File: src/rtl/fp_round_pkg.sv
// Shared definitions for the floating-point rounding pipeline: rounding-mode
// encodings, flag bit positions and the canonical quiet-NaN constructor.
package fp_round_pkg;

    typedef enum logic [2:0] {
        RM_RNE = 3'b000,
        RM_RTZ = 3'b001,
        RM_RDN = 3'b010,
        RM_RUP = 3'b011,
        RM_RMM = 3'b100
    } rm_e;

    localparam int unsigned FLAG_NV = 4;
    localparam int unsigned FLAG_DZ = 3;
    localparam int unsigned FLAG_OF = 2;
    localparam int unsigned FLAG_UF = 1;
    localparam int unsigned FLAG_NX = 0;

    typedef logic [4:0] flags_t;

    localparam int unsigned MAX_FP_W = 128;

    // Canonical qNaN {0, all-ones exp, man MSB set}, right-aligned in a wide vector.
    function automatic logic [MAX_FP_W-1:0] qnan(input int unsigned exp_w,
                                                 input int unsigned man_w);
        logic [MAX_FP_W-1:0] v;
        v = '0;
        for (int unsigned i = man_w; i < man_w + exp_w; i++) begin
            v[i] = 1'b1;
        end
        v[man_w-1] = 1'b1;
        return v;
    endfunction

endpackage

File: src/rtl/fp_round_incr.sv
// Combinational round-increment decision for a normalised mantissa given
// guard/round/sticky bits and the rounding mode.
module fp_round_incr
    import fp_round_pkg::*;
(
    input  logic       sign_i,
    input  logic       lsb_i,
    input  logic [2:0] grs_i,
    input  logic [2:0] rm_i,
    output logic       incr_o
);

    logic guard;
    logic inexact;

    assign guard   = grs_i[2];
    assign inexact = |grs_i;

    always_comb begin
        incr_o = 1'b0;
        case (rm_i)
            RM_RNE:  incr_o = guard & (grs_i[1] | grs_i[0] | lsb_i);
            RM_RTZ:  incr_o = 1'b0;
            RM_RDN:  incr_o = inexact & sign_i;
            RM_RUP:  incr_o = inexact & ~sign_i;
            RM_RMM:  incr_o = guard;
            default: incr_o = 1'b0;
        endcase
    end

endmodule

File: src/rtl/fp_round_pipe.sv
// Two-stage rounding pipeline: S1 registers the operand and increment decision,
// S2 registers the rounded result. Flags exist only with FP_ROUND_PIPE_FLAGS_EN.
module fp_round_pipe
    import fp_round_pkg::*;
#(
    parameter int unsigned EXP_W = 8,
    parameter int unsigned MAN_W = 23
) (
    input  logic                     clk_i,
    input  logic                     rst_i,
    input  logic                     valid_i,
    output logic                     ready_o,
    input  logic                     sign_i,
    input  logic [EXP_W-1:0]         exp_i,
    input  logic [MAN_W-1:0]         man_i,
    input  logic [2:0]               grs_i,
    input  logic [2:0]               rm_i,
    input  logic                     flush_i,
    output logic                     valid_o,
    input  logic                     ready_i,
    output logic [EXP_W+MAN_W:0]     result_o,
    output logic [4:0]               flags_o
);

    localparam int unsigned W = 1 + EXP_W + MAN_W;
    localparam logic [MAX_FP_W-1:0] QNAN_FULL = qnan(EXP_W, MAN_W);
    localparam logic [W-1:0] QNAN = QNAN_FULL[W-1:0];
    localparam logic [EXP_W-1:0] EXP_ONES = '1;
    localparam logic [EXP_W-1:0] EXP_MAX_FIN = {{(EXP_W-1){1'b1}}, 1'b0};
    localparam logic [MAN_W-1:0] MAN_ONES = '1;

    logic s1_v, s2_v;
    logic s1_en, s2_en, s1_load, s2_load;

    logic             s1_sign;
    logic [EXP_W-1:0] s1_exp;
    logic [MAN_W-1:0] s1_man;
    logic [2:0]       s1_rm;
    logic             s1_g;
    logic             s1_incr;
    logic             incr;

    logic [W-1:0]     s2_res;
    logic [W-1:0]     res_d;

    logic [MAN_W:0]   man_sum;
    logic [EXP_W-1:0] exp_sum;
    logic             rm_bad;
    logic             special;
    logic             ovf;
    logic             to_max;

    assign s2_en   = ~s2_v | ready_i;
    assign s1_en   = ~s1_v | s2_en;
    assign ready_o = s1_en;
    assign s1_load = s1_en & valid_i;
    assign s2_load = s2_en & s1_v;

    fp_round_incr u_incr (
        .sign_i (sign_i),
        .lsb_i  (man_i[0]),
        .grs_i  (grs_i),
        .rm_i   (rm_i),
        .incr_o (incr)
    );

    always_ff @(posedge clk_i or posedge rst_i) begin
        if (rst_i) begin
            s1_v <= 1'b0;
            s2_v <= 1'b0;
        end else begin
            s1_v <= flush_i ? 1'b0 : (s1_en ? valid_i : s1_v);
            s2_v <= flush_i ? 1'b0 : (s2_en ? s1_v : s2_v);
        end
    end

    always_ff @(posedge clk_i or posedge rst_i) begin
        if (rst_i) begin
            s1_sign <= 1'b0;
            s1_exp  <= '0;
            s1_man  <= '0;
            s1_rm   <= '0;
            s1_g    <= 1'b0;
            s1_incr <= 1'b0;
        end else if (s1_load) begin
            s1_sign <= sign_i;
            s1_exp  <= exp_i;
            s1_man  <= man_i;
            s1_rm   <= rm_i;
            s1_g    <= grs_i[2];
            s1_incr <= incr;
        end
    end

    always_comb begin
        man_sum = {1'b0, s1_man} + {{MAN_W{1'b0}}, s1_incr};
        exp_sum = s1_exp + {{(EXP_W-1){1'b0}}, man_sum[MAN_W]};
        rm_bad  = (s1_rm > RM_RMM);
        special = (s1_exp == EXP_ONES);
        // A top-magnitude value with the guard set counts as overflow in every mode,
        // even where the mode itself clamps to max finite instead of incrementing.
        ovf     = (exp_sum == EXP_ONES) |
                  ((s1_exp == EXP_MAX_FIN) & (s1_man == MAN_ONES) & s1_g);
        to_max  = (s1_rm == RM_RTZ) | ((s1_rm == RM_RDN) & ~s1_sign) |
                  ((s1_rm == RM_RUP) & s1_sign);
        res_d   = {s1_sign, exp_sum, man_sum[MAN_W-1:0]};
        if (rm_bad) begin
            res_d = QNAN;
        end else if (special) begin
            res_d = {s1_sign, s1_exp, s1_man};
        end else if (ovf) begin
            res_d = to_max ? {s1_sign, EXP_MAX_FIN, MAN_ONES} : {s1_sign, EXP_ONES, {MAN_W{1'b0}}};
        end
    end

    always_ff @(posedge clk_i or posedge rst_i) begin
        if (rst_i) begin
            s2_res <= '0;
        end else if (s2_load) begin
            s2_res <= res_d;
        end
    end

`ifdef FP_ROUND_PIPE_FLAGS_EN
    logic   s1_inexact;
    flags_t flags_d;
    flags_t s2_flags;

    always_ff @(posedge clk_i or posedge rst_i) begin
        if (rst_i) begin
            s1_inexact <= 1'b0;
        end else if (s1_load) begin
            s1_inexact <= |grs_i;
        end
    end

    always_comb begin
        flags_d = '0;
        if (rm_bad) begin
            flags_d[FLAG_NV] = 1'b1;
        end else if (!special) begin
            flags_d[FLAG_NX] = s1_inexact | ovf;
            flags_d[FLAG_OF] = ovf;
            flags_d[FLAG_UF] = (s1_exp == '0) & s1_inexact;
        end
    end

    always_ff @(posedge clk_i or posedge rst_i) begin
        if (rst_i) begin
            s2_flags <= '0;
        end else if (s2_load) begin
            s2_flags <= flags_d;
        end
    end

    assign flags_o = s2_flags;
`else
    assign flags_o = '0;
`endif

    assign valid_o  = s2_v;
    assign result_o = s2_res;

endmodule

File: config.mk
export PLATFORM = sky130hd
export DESIGN_NAME = fp_round_pipe
export DESIGN_NICKNAME = d
export VERILOG_FILES = /design/src/rtl/fp_round_pkg.sv /design/src/rtl/fp_round_incr.sv /design/src/rtl/fp_round_pipe.sv
export SDC_FILE = /design/constraint.sdc
export NUM_CORES = 1
export LEC_CHECK = 0
export ABC_AREA = 1
export CAP_MARGIN = 25
export CORE_MARGIN = 5
export CORE_UTILIZATION = 48
export DETAILED_ROUTE_END_ITERATION = 16
export PLACE_DENSITY = 0.75
export SLEW_MARGIN = 0
export SYNTH_ARGS = -nofsm -noshare
export SYNTH_HDL_FRONTEND = slang
export SYNTH_HIERARCHICAL = 1
export SYNTH_SLANG_ARGS = --single-unit
File: constraint.sdc
create_clock -name clk_i -period 2.75 [get_ports clk_i]
set_input_delay 0.275 -clock clk_i [delete_from_list [all_inputs] [get_ports clk_i]]
set_output_delay 0.275 -clock clk_i [all_outputs]
set_load 0.02 [all_outputs]
==> qor.txt <==
Outcome - finished, violations left
Failing checks - setup timing
Seq/Total Area, Yosys - 0.4132
Ant diodes - 0
Worst-Skew Late Latency - 360 ps
Fin Clk Skew - 12.60 ps
Reg clk slew, reported paths - 80 ps
Commonest cells post-synth - nand2_1, nor2_1, inv_1, dfrtp_1, nand3_1
Synth warn - 6
GRT Util Overall - 0.2328
Core region area - 0.008721 sq mm
Worst Path Arrival - 3080 ps
Syn avg cell area - 7.061 sq um
Mapped Cells - 609
Remaining antenna violation count - 0
GRT overflow - 0
Die width - 104.7 microns
Top_reg_cell synth - dfrtp_1
Final WS setup - -75.61 ps
Max Cap Viol - 0
CP Launch Type - flop
Pin count of the biggest net entering global routing - 33
Chip height - 104.7 microns
Met2 usage - 0.3873
Fin. Hold Viols - 0
Simple-gate share of the synthesized area - 0.3526
Vias in the first global route - 4246
DRT Pass-1 Iters - 5
Cells after DPL - 821
Minimum clock period - 2826 ps
Origin of the worst setup path - s1_incr$_DFFE_PP0P_
Met3 Use GR - 0.04069
Async SR Flop Fraction - 1.000
Post-Place Setup Slack - -106.9 ps
Worst r2r path cells - 18
Adder-cell share of the synthesized area - 0.01164
Critical path type - flop to flop
First-pass GRT wire length - 20.73 mm
Unrepaired setup endpoints after global routing - true
Power Density - 522.7 mW/mm^2
Layout cell share with drive strength beyond 1 - 0.2076
Rows - 34
Final #Nets - 779
Die area - 0.01095 sq mm
Max-slew violation count - 0
Period utilization - 1.027
Post-synthesis mux area share - 0.02357
Initial Util - 0.4931
Util after Layout - 0.6811
Synth top area share - 0.4132
DRC violations left - 0
Critical path peak fanout - 7
Register bit total from synthesis - 71
Final setup vio count - 18
P_leak - 3.017 nW
Io pins - 82
Non-filler cells, final - 845
GR Util met1 - 0.3057
Initial antenna violation count - 0
Synth top area cells - dfrtp_1, nand2_1, nor2_1
Hold WS - 315.6 ps
Rel. slew slack - 0.5294
Critical path endpoint category - flop
Critical R2R Capture - result_o[10]$_DFFE_PP0P_
Overall power - 3.104 mW
XOR/XNOR share of the synthesized area - 0.01833
Iteration-0 DRC count of the detailed router - 296
Placed wire-length estimate - 9.275 mm
Clk root buf - clkbuf_8
Buffers added on ports - 76
Cell with the most instances after synthesis - nand2_1
Synth cell types - 32
Layout area overhead - 38.11%
Htree depth - 3
Largest family of logic cells by synthesized area - simple AND/OR/NAND/NOR gates
Clock tree sinks - 71
Netlist Area Pre-Place - 0.004300 sq mm
Hold crit path type - input pin to asynchronous set/reset pin
Via count - 4360
Synth area leader - dfrtp_1
CTS buffer count - 9
Highest Clock Rate - 0.3539 GHz
Max Buffers Root-to-Sink - 2
Wire per inst - 15.32 microns
Placer congestion estimate - 0.9193
Final wirelength - 12.95 mm
Routed vias/inst - 5.160
EDFF count, synth - 0
Worst reg2reg setup slack - -80 ps
Hold buffers post-CTS - 0
Reg-to-reg startpoint - s1_incr$_DFFE_PP0P_
Peak VDD IR - 0.2862 mV
Worst EP required - 3010 ps
CTS tree - done
Transition time of the tightest slew-check pin - 703.4 ps
Post-synthesis compound-gate area fraction - 0.07943
Global route hottest layer - met2
## logic make-up (layout without fill, tap and decap cells)
logic type	Yosys count	after routing
simple gates	352	355
buf+inv	99	220
flops	71	71
compound gates	64	64
xor+xnor	9	9
mux	9	9
fa+ha+maj	4	4
other cells	1	5
## stage by stage
stage               setup TNS (ps)  instance area [sq um]
floorplan                        0                   4315
global placement                 0                   5428
detailed placement           -1053                   5428
CTS                              0                   5663
global route                 -6379                   5939
finish                      -727.8                   5939
## per-layer routing
metal | wire length [microns] | vias to the layer above | share of wire
met3 | 884 | 27 | 0.068
met1 | 5592 | 2037 | 0.43
met2 | 6182 | 148 | 0.48
met4 | 288 | 0 | 0.022
met5 | 0 | - | 0
li1 | - | 2148 | -
## sequential cells by signal, indices dropped and copies added, names as in the netlist
register,cells
valid_o,1
s1_incr,1
s1_sign,1
s1_man,23
s1_exp,8
s1_rm,3
s1_g,1
result_o,32
s1_v,1
## how the worst max path moves through the flow
| stage | end | slack (ps) | depth (start not counted) |
|---|---|---|---|
| 2_1_floorplan | result_o[15]$_DFFE_PP0P_ | 60 | 19 |
| 3_3_place_gp | result_o[7]$_DFFE_PP0P_ | 60 | 20 |
| 3_5_place_dp | result_o[7]$_DFFE_PP0P_ | -110 | 20 |
| 4_1_cts | result_o[7]$_DFFE_PP0P_ | 1 | 20 |
| 5_1_grt | result_o[1]$_DFFE_PP0P_ | -270 | 18 |
| 6_report | result_o[10]$_DFFE_PP0P_ | -80 | 18 |
## placed cells by master (no fill, tap or decap), types with 6 or more instances in the layout
cell type,instances
buf_4,49
nand3_1,45
nand2_4,6
inv_1,69
clkdlybuf4s50_1,76
o21ai_2,7
mux2_2,9
xor2_1,7
nor2_1,71
nand2_1,175
nand2_2,23
nand3_2,10
dfrtp_1,71
nor2_2,6
a21oi_1,31
clkbuf_8,11
o21ai_0,17
## critical path: stages, from the launching register on
cell,delay [ps]
dfrtp_1,360
ha_2,210
nand3_4,90
nor2_4,120
nand4_1,140
nor3_2,210
ha_2,240
ha_4,170
nand4_1,160
nand2_1,120
nand3_2,120
nor2_4,150
nand2_4,100
nand2_8,140
nand2_8,100
o21ai_1,120
nand2_1,70
nand2_1,60
nand2_1,40
## cell type report
type / instances / area, sq um
inverters: 74 / 277.8
well taps: 108 / 135.1
flip-flops and latches: 71 / 1777
fillers: 761 / 2781
clock inverters: 5 / 56.30
multi-input cells: 446 / 2340
clock buffers: 11 / 151.4
repair buffers: 130 / 1202
## report_power, final
group	leakage [nW]	switching [mW]	internal [mW]	total, mW
sequential	0.831	0.101	1.18	1.28
clock	0.105	0.424	0.467	0.891
combinational	2.08	0.508	0.422	0.930
total	3.02	1.03	2.07	3.10
## what timing repair did
item | 4_1_cts | 5_1_grt
endpoints found under the setup margin | 24 | 30
setup buffers | 0 | 5
resized for setup | 5 | 58
pin swaps | 0 | 18
cloned | 0 | 3
Power figures use the tool's default switching activity.
